File: src/rtl/fp_mul_pipe_if.sv
// Operand/result handshake bundle for fp_mul_pipe.
// master drives operands and out_ready; slave is the multiplier.
interface fp_mul_pipe_if #(
  parameter int EXP_W = 8,
  parameter int MAN_W = 23,
  parameter int TAG_W = 4
);
  localparam int W = 1 + EXP_W + MAN_W;

  logic             in_valid;
  logic             in_ready;
  logic [W-1:0]     a;
  logic [W-1:0]     b;
  logic [TAG_W-1:0] in_tag;
  logic             out_valid;
  logic             out_ready;
  logic [W-1:0]     out;
  logic [TAG_W-1:0] out_tag;
  logic [3:0]       flags;

  modport master (
    output in_valid, a, b, in_tag, out_ready,
    input  in_ready, out_valid, out, out_tag, flags
  );

  modport slave (
    input  in_valid, a, b, in_tag, out_ready,
    output in_ready, out_valid, out, out_tag, flags
  );
endinterface

File: src/rtl/fp_mul_pipe.sv
// Three-stage pipelined floating-point multiplier, RNE rounding,
// flush-to-zero on subnormal inputs and outputs, global stall.
module fp_mul_pipe #(
  parameter int EXP_W = 8,
  parameter int MAN_W = 23,
  parameter int TAG_W = 4
) (
  input logic          clk,
  input logic          rst_n,
  fp_mul_pipe_if.slave io
);
  localparam int W  = 1 + EXP_W + MAN_W;
  localparam int PW = 2 * MAN_W + 2;
  localparam int XW = EXP_W + 2;
  localparam logic [XW-1:0] BIAS = XW'((1 << (EXP_W - 1)) - 1);
  localparam logic [XW-1:0] EMAX = XW'((1 << EXP_W) - 1);

  typedef struct packed {
    logic             sgn;
    logic             nan;
    logic             inv;
    logic             inf;
    logic             zero;
    logic [XW-1:0]    exp;
    logic [TAG_W-1:0] tag;
  } cls_t;

  logic stall;
  logic adv;

  logic             sa, sb;
  logic [EXP_W-1:0] ea, eb;
  logic [MAN_W-1:0] fa, fb;
  logic             za, zb, ia, ib, na, nb, sna, snb, iz;

  cls_t           cls1_d, cls1_q, cls2_q;
  logic [MAN_W:0] ma1_d, mb1_d, ma1_q, mb1_q;
  logic           v1_q, v2_q, v3_q;
  logic [PW-1:0]  p2_d, p2_q;

  logic             ovf;
  logic [MAN_W-1:0] mant;
  logic             guard, sticky, up;
  logic [MAN_W:0]   mr;
  logic [XW-1:0]    e3;
  logic [W-1:0]     out_d, out_q;
  logic [3:0]       flags_d, flags_q;
  logic [TAG_W-1:0] tag_q;

  assign stall        = v3_q && !io.out_ready;
  assign adv          = !stall;
  assign io.in_ready  = adv;
  assign io.out_valid = v3_q;
  assign io.out       = out_q;
  assign io.out_tag   = tag_q;
  assign io.flags     = flags_q;

  assign {sa, ea, fa} = io.a;
  assign {sb, eb, fb} = io.b;

  // S1: classify operands and form the biased exponent sum
  always_comb begin
    za  = (ea == '0);
    zb  = (eb == '0);
    ia  = (&ea) && (fa == '0);
    ib  = (&eb) && (fb == '0);
    na  = (&ea) && (fa != '0);
    nb  = (&eb) && (fb != '0);
    sna = na && !fa[MAN_W-1];
    snb = nb && !fb[MAN_W-1];
    iz  = (ia && zb) || (za && ib);
    cls1_d      = '0;
    cls1_d.sgn  = sa ^ sb;
    cls1_d.nan  = na || nb || iz;
    cls1_d.inv  = sna || snb || iz;
    cls1_d.inf  = ia || ib;
    cls1_d.zero = za || zb;
    cls1_d.exp  = XW'(ea) + XW'(eb) - BIAS;
    cls1_d.tag  = io.in_tag;
    ma1_d = {1'b1, fa};
    mb1_d = {1'b1, fb};
  end

  // S1 register
  always_ff @(posedge clk or negedge rst_n) begin
    if (!rst_n) begin
      v1_q   <= 1'b0;
      cls1_q <= '0;
      ma1_q  <= '0;
      mb1_q  <= '0;
    end else if (adv) begin
      v1_q   <= io.in_valid;
      cls1_q <= cls1_d;
      ma1_q  <= ma1_d;
      mb1_q  <= mb1_d;
    end
  end

  // S2: full-width significand product
  always_comb begin
    p2_d = PW'(ma1_q) * PW'(mb1_q);
  end

  // S2 register
  always_ff @(posedge clk or negedge rst_n) begin
    if (!rst_n) begin
      v2_q   <= 1'b0;
      cls2_q <= '0;
      p2_q   <= '0;
    end else if (adv) begin
      v2_q   <= v1_q;
      cls2_q <= cls1_q;
      p2_q   <= p2_d;
    end
  end

  // S3: normalise, round to nearest even, then pack by priority
  always_comb begin
    ovf    = p2_q[PW-1];
    mant   = ovf ? p2_q[PW-2 -: MAN_W] : p2_q[PW-3 -: MAN_W];
    guard  = ovf ? p2_q[MAN_W] : p2_q[MAN_W-1];
    sticky = ovf ? (|p2_q[MAN_W-1:0]) : (|p2_q[MAN_W-2:0]);
    up     = guard && (sticky || mant[0]);
    mr     = {1'b0, mant} + (MAN_W+1)'(up);
    e3     = cls2_q.exp + XW'(ovf) + XW'(mr[MAN_W]);
    out_d   = '0;
    flags_d = '0;
    if (cls2_q.nan) begin
      out_d   = {1'b0, {EXP_W{1'b1}}, 1'b1, {(MAN_W-1){1'b0}}};
      flags_d = {cls2_q.inv, 3'b000};
    end else if (cls2_q.inf) begin
      out_d = {cls2_q.sgn, {EXP_W{1'b1}}, {MAN_W{1'b0}}};
    end else if (cls2_q.zero) begin
      out_d = {cls2_q.sgn, {(W-1){1'b0}}};
    end else if (!e3[XW-1] && (e3 >= EMAX)) begin
      out_d   = {cls2_q.sgn, {EXP_W{1'b1}}, {MAN_W{1'b0}}};
      flags_d = 4'b0101;
    end else if (e3[XW-1] || (e3 == '0)) begin
      out_d   = {cls2_q.sgn, {(W-1){1'b0}}};
      flags_d = 4'b0011;
    end else begin
      out_d   = {cls2_q.sgn, e3[EXP_W-1:0], mr[MAN_W-1:0]};
      flags_d = {3'b000, guard || sticky};
    end
  end

  // S3 register, drives the result port
  always_ff @(posedge clk or negedge rst_n) begin
    if (!rst_n) begin
      v3_q    <= 1'b0;
      out_q   <= '0;
      flags_q <= '0;
      tag_q   <= '0;
    end else if (adv) begin
      v3_q    <= v2_q;
      out_q   <= out_d;
      flags_q <= flags_d;
      tag_q   <= cls2_q.tag;
    end
  end
endmodule

File: src/flat_wrapper.sv
// flat-port wrapper written by rule: the top's interface ports become plain ports
module fp_mul_pipe_flat 
#(
  parameter int EXP_W = 8,
  parameter int MAN_W = 23,
  parameter int TAG_W = 4
)
  (clk, rst_n, io_in_valid, io_a, io_b, io_in_tag, io_out_ready, io_in_ready, io_out_valid, io_out, io_out_tag, io_flags);
  fp_mul_pipe_if #(.EXP_W(EXP_W), .MAN_W(MAN_W), .TAG_W(TAG_W)) io_i ();
  input logic clk;
  input logic rst_n;
  input wire logic [$bits(io_i.in_valid)-1:0] io_in_valid;
  input wire logic [$bits(io_i.a)-1:0] io_a;
  input wire logic [$bits(io_i.b)-1:0] io_b;
  input wire logic [$bits(io_i.in_tag)-1:0] io_in_tag;
  input wire logic [$bits(io_i.out_ready)-1:0] io_out_ready;
  output wire logic [$bits(io_i.in_ready)-1:0] io_in_ready;
  output wire logic [$bits(io_i.out_valid)-1:0] io_out_valid;
  output wire logic [$bits(io_i.out)-1:0] io_out;
  output wire logic [$bits(io_i.out_tag)-1:0] io_out_tag;
  output wire logic [$bits(io_i.flags)-1:0] io_flags;
  assign io_i.in_valid = io_in_valid;
  assign io_i.a = io_a;
  assign io_i.b = io_b;
  assign io_i.in_tag = io_in_tag;
  assign io_i.out_ready = io_out_ready;
  assign io_in_ready = io_i.in_ready;
  assign io_out_valid = io_i.out_valid;
  assign io_out = io_i.out;
  assign io_out_tag = io_i.out_tag;
  assign io_flags = io_i.flags;
  fp_mul_pipe #(.EXP_W(EXP_W), .MAN_W(MAN_W), .TAG_W(TAG_W)) u_core (.clk(clk), .rst_n(rst_n), .io(io_i));
endmodule
File: config.mk
export PLATFORM = sky130hd
export DESIGN_NAME = fp_mul_pipe_flat
export DESIGN_NICKNAME = d
export VERILOG_FILES = /design/src/rtl/fp_mul_pipe_if.sv /design/src/rtl/fp_mul_pipe.sv /design/src/flat_wrapper.sv
export SDC_FILE = /design/constraint.sdc
export NUM_CORES = 2
export LEC_CHECK = 0
export CAP_MARGIN = 10
export CORE_MARGIN = 3
export CORE_UTILIZATION = 45
export DETAILED_ROUTE_END_ITERATION = 8
export GPL_TIMING_DRIVEN = 0
export PLACE_DENSITY = 0.74
export REMOVE_ABC_BUFFERS = 1
export SLEW_MARGIN = 0
export SYNTH_ARGS = -nofsm -noshare
export SYNTH_HDL_FRONTEND = slang
export SYNTH_SLANG_ARGS = --single-unit
File: constraint.sdc
create_clock -name clk -period 9.52 [get_ports clk]
set_input_delay 1.904 -clock clk [delete_from_list [all_inputs] [get_ports clk]]
set_output_delay 1.904 -clock clk [all_outputs]
set_load 0.005 [all_outputs]
==> out/metrics.cfg <==
[die]
die_h_um = 253
die_w_um = 253
fp-row-count = 90
die-area_mm2 = 0.0642
io_pins = 114
fp.coreArea_mm2 = 0.0605
initial_core_util_pct = 45.6

[clocking]
cts_hold_buf = 0
cts_buffers = 17
clock_path_buffers = 2
root_buffer = clkbuf_16
cts_tree = yes
cts_num_sinks = 176
clkLatencyLatePin_ps = 450
htree_levels = 4
ctsResizeCount = 0
post_cts_buffers = 0
cts.clk_slew.worst_paths_ps = 80

[cells_and_area]
fill_cells = 5572
fin_nets = 3843
design_area_mm2 = 0.0298
synthToLayoutAreaGrowth_pct = 8.21
drive_gt1_share_pct = 2.51

[global_route]
grt_util_all_layers_pct = 21.4
grt_pass1_wl_mm = 111
grt_overflow = 0
grt_pass1_vias = 21700
grt_max_degree = 96
antenna_found_initial = 6

[critical_path]
startpoint_type = flip-flop
crit_buf_inv = 7
crit_fanout = 25
cpPeakStageDelay_ps = 1130
critical_path_class = flip-flop to flip-flop
critPathSlowestCell = dfrtp_1
end_kind = flip-flop
cp_top_family = adder cells
critical_path_required_ps = 9860
arrival_ps = 8140

[routing]
postRouteAntennaNets = 0
via_per_inst = 5.32
vias = 20700
routed_wl_mm = 65.1
drc_errors = 0
dr.pass1.iters = 5
wl_per_cell_um = 16.7
drt-initial-drc-count = 1351

[synthesis]
yosys_warnings = 0
synth.avg_cell_area_um2 = 8.80
synth_edf_count = 0
synth-seq-cells = 176
netlist_area_mm2 = 0.0276
synth-seq-area-share_pct = 16.0
ys_types = 74
ys.flop_type = dfrtp_1
netlist_instances = 3130
synthArstFlopShare_pct = 100

[sta]
setup_tns_ps = 0
finalCritPeriodShare_pct = 82.0
drv_slew = 0
finClkSkew_ps = 26.6
worst_slew_margin_rel_pct = 11.0
worst_slew_pin_slew_ps = 1320
fmax_ghz = 0.128
grt_setup_unrepaired = false
min_period_ps = 7800
finalSetupViolCount = 0
hold_viol = 0

[place]
gp_congestion = 0.917
port_buffers = 113
place_area_mm2 = 0.0292
dp_hpwl_mm = 50.4

[run_status]
status = finished, final reports clean

[job]
cap_viol_max_count = 0

[hold_path]
hold_class = flip-flop to flip-flop

## layer usage
layer,share of wire [%],wire length [µm],global-route usage [%],vias to the layer above
li1,-,-,-,9458
met2,49,31800,36.3,598
met4,2.3,1490,5.24,4
met1,43,27900,29.1,10600
met5,0.037,24,0,-
met3,6.1,3960,2.99,90
## metrics by stage
stage | setup WS, ps | hold WS, ps | util, % | std cells
floorplan | -4530 | 430 | - | 2961
global placement | -13790 | 446 | 48.0 | 3856
detailed placement | 1850 | 454 | 48.3 | 3863
CTS | 1830 | 468 | 49.3 | 3894
global route | 1340 | 487 | 49.3 | 3896
finish | 1720 | 472 | 49.3 | 3896
## layout by cell type (no fill, tap or decap), drive strengths merged, types with 26 or more instances in the layout
cell type,count
a21o,26
dfrtp,176
a21oi,96
nor4,26
o21ai,62
ha,186
xnor2,49
nand2,645
and2,299
fa,484
clkdlybuf4s50,112
inv,565
nor2,79
xor2,42
## final timing paths
check                                                  start                          endpoint  slack (ps)  cells past startpoint
worst max-delay path            u_core.ma1_q[13]$_DFFE_PN0N_       u_core.p2_q[45]$_DFFE_PN0N_        1720                     25
worst min-delay path                 u_core.v2_q$_DFFE_PN0N_           u_core.v2_q$_DFFE_PN0N_         470                      2
max in group asynchronous                              rst_n       u_core.p2_q[14]$_DFFE_PN0N_        7150                      2
min in group asynchronous                              rst_n  u_core.io.out_tag[0]$_DFFE_PN0N_        1420                      1
worst max register to register  u_core.ma1_q[13]$_DFFE_PN0N_       u_core.p2_q[45]$_DFFE_PN0N_        1720                     25
worst min register to register       u_core.v2_q$_DFFE_PN0N_           u_core.v2_q$_DFFE_PN0N_         470                      2
## cells by family (layout without fill, tap and decap cells)
| kind of cell | Yosys count | in the layout | share of synthesized area [%] |
|---|---|---|---|
| AOI/OAI and AO/OA | 282 | 282 | 6.68 |
| xor gates and xnor gates | 91 | 91 | 2.89 |
| adders and majority gates | 670 | 670 | 43.6 |
| buffers and inverters | 726 | 709 | 9.99 |
| DFF | 176 | 176 | 16.0 |
| muxes | 16 | 16 | 0.608 |
| other | 0 | 1 | 0 |
| and+or+nand+nor | 1169 | 1169 | 20.2 |
## state kept, by name, indices dropped and copies added (netlist names)
register	cells
u_core.cls1_q	19
u_core.cls2_q	19
u_core.io.flags	4
u_core.io.out	32
u_core.io.out_tag	4
u_core.io.out_valid	1
u_core.ma1_q	23
u_core.mb1_q	24
u_core.p2_q	48
u_core.v1_q	1
u_core.v2_q	1
## cells in the mapped netlist (3+ instances only)
cell type / n / share of area, %
o211ai_1: 4 / 0.11
and4_1: 6 / 0.19
or3_1: 3 / 0.068
xor2_1: 42 / 1.3
a21o_1: 26 / 0.71
buf_1: 8 / 0.11
a211oi_1: 5 / 0.14
nand2b_1: 8 / 0.18
nor3_1: 18 / 0.33
nand3_1: 25 / 0.45
mux2_2: 6 / 0.25
o21ai_1: 8 / 0.15
nor2_1: 76 / 1.0
buf_2: 10 / 0.18
inv_1: 557 / 7.6
and2_1: 297 / 6.7
nand3b_1: 3 / 0.082
o21a_1: 12 / 0.33
fa_1: 484 / 35
nand4_1: 24 / 0.54
xnor2_1: 49 / 1.6
a21oi_1: 96 / 1.7
a22o_1: 22 / 0.70
a31oi_1: 13 / 0.30
nor4_1: 24 / 0.54
mux2i_1: 10 / 0.36
ha_1: 186 / 8.4
o21ai_0: 53 / 0.96
o21bai_1: 8 / 0.22
nand2_1: 644 / 8.8
nor2b_1: 9 / 0.20
and3_1: 11 / 0.25
clkbuf_1: 148 / 2.0
dfrtp_1: 176 / 16
a31o_2: 4 / 0.13
## layout make-up
cell class | count | area (µm²) | share of cell area (%)
repair buffers | 121 | 1300 | 4.35
well taps | 782 | 978 | 3.28
multi-input cells | 2228 | 20400 | 68.4
clock inverters | 14 | 208 | 0.697
clock buffers | 17 | 425 | 1.43
diodes | 1 | 2.50 | 0.00839
inverters | 557 | 2100 | 7.03
flip-flops and latches | 176 | 4410 | 14.8
## worst register-to-register path: stages (launching register included)
cell,delay [ps]
dfrtp_1,1130
nand2_1,230
fa_1,610
inv_1,50
fa_1,470
inv_1,60
fa_1,530
inv_1,50
fa_1,500
inv_1,50
fa_1,540
inv_1,60
fa_1,480
inv_1,50
fa_1,480
inv_1,50
ha_1,350
a21oi_1,250
o21ai_0,140
nand2b_1,110
o2111ai_1,230
o311ai_1,630
a31o_2,340
o21ai_2,90
xnor2_1,180
o21ai_1,80
Power is not shown: default switching activity piles up to over one toggle a cycle in this logic, so the estimate is an artifact.
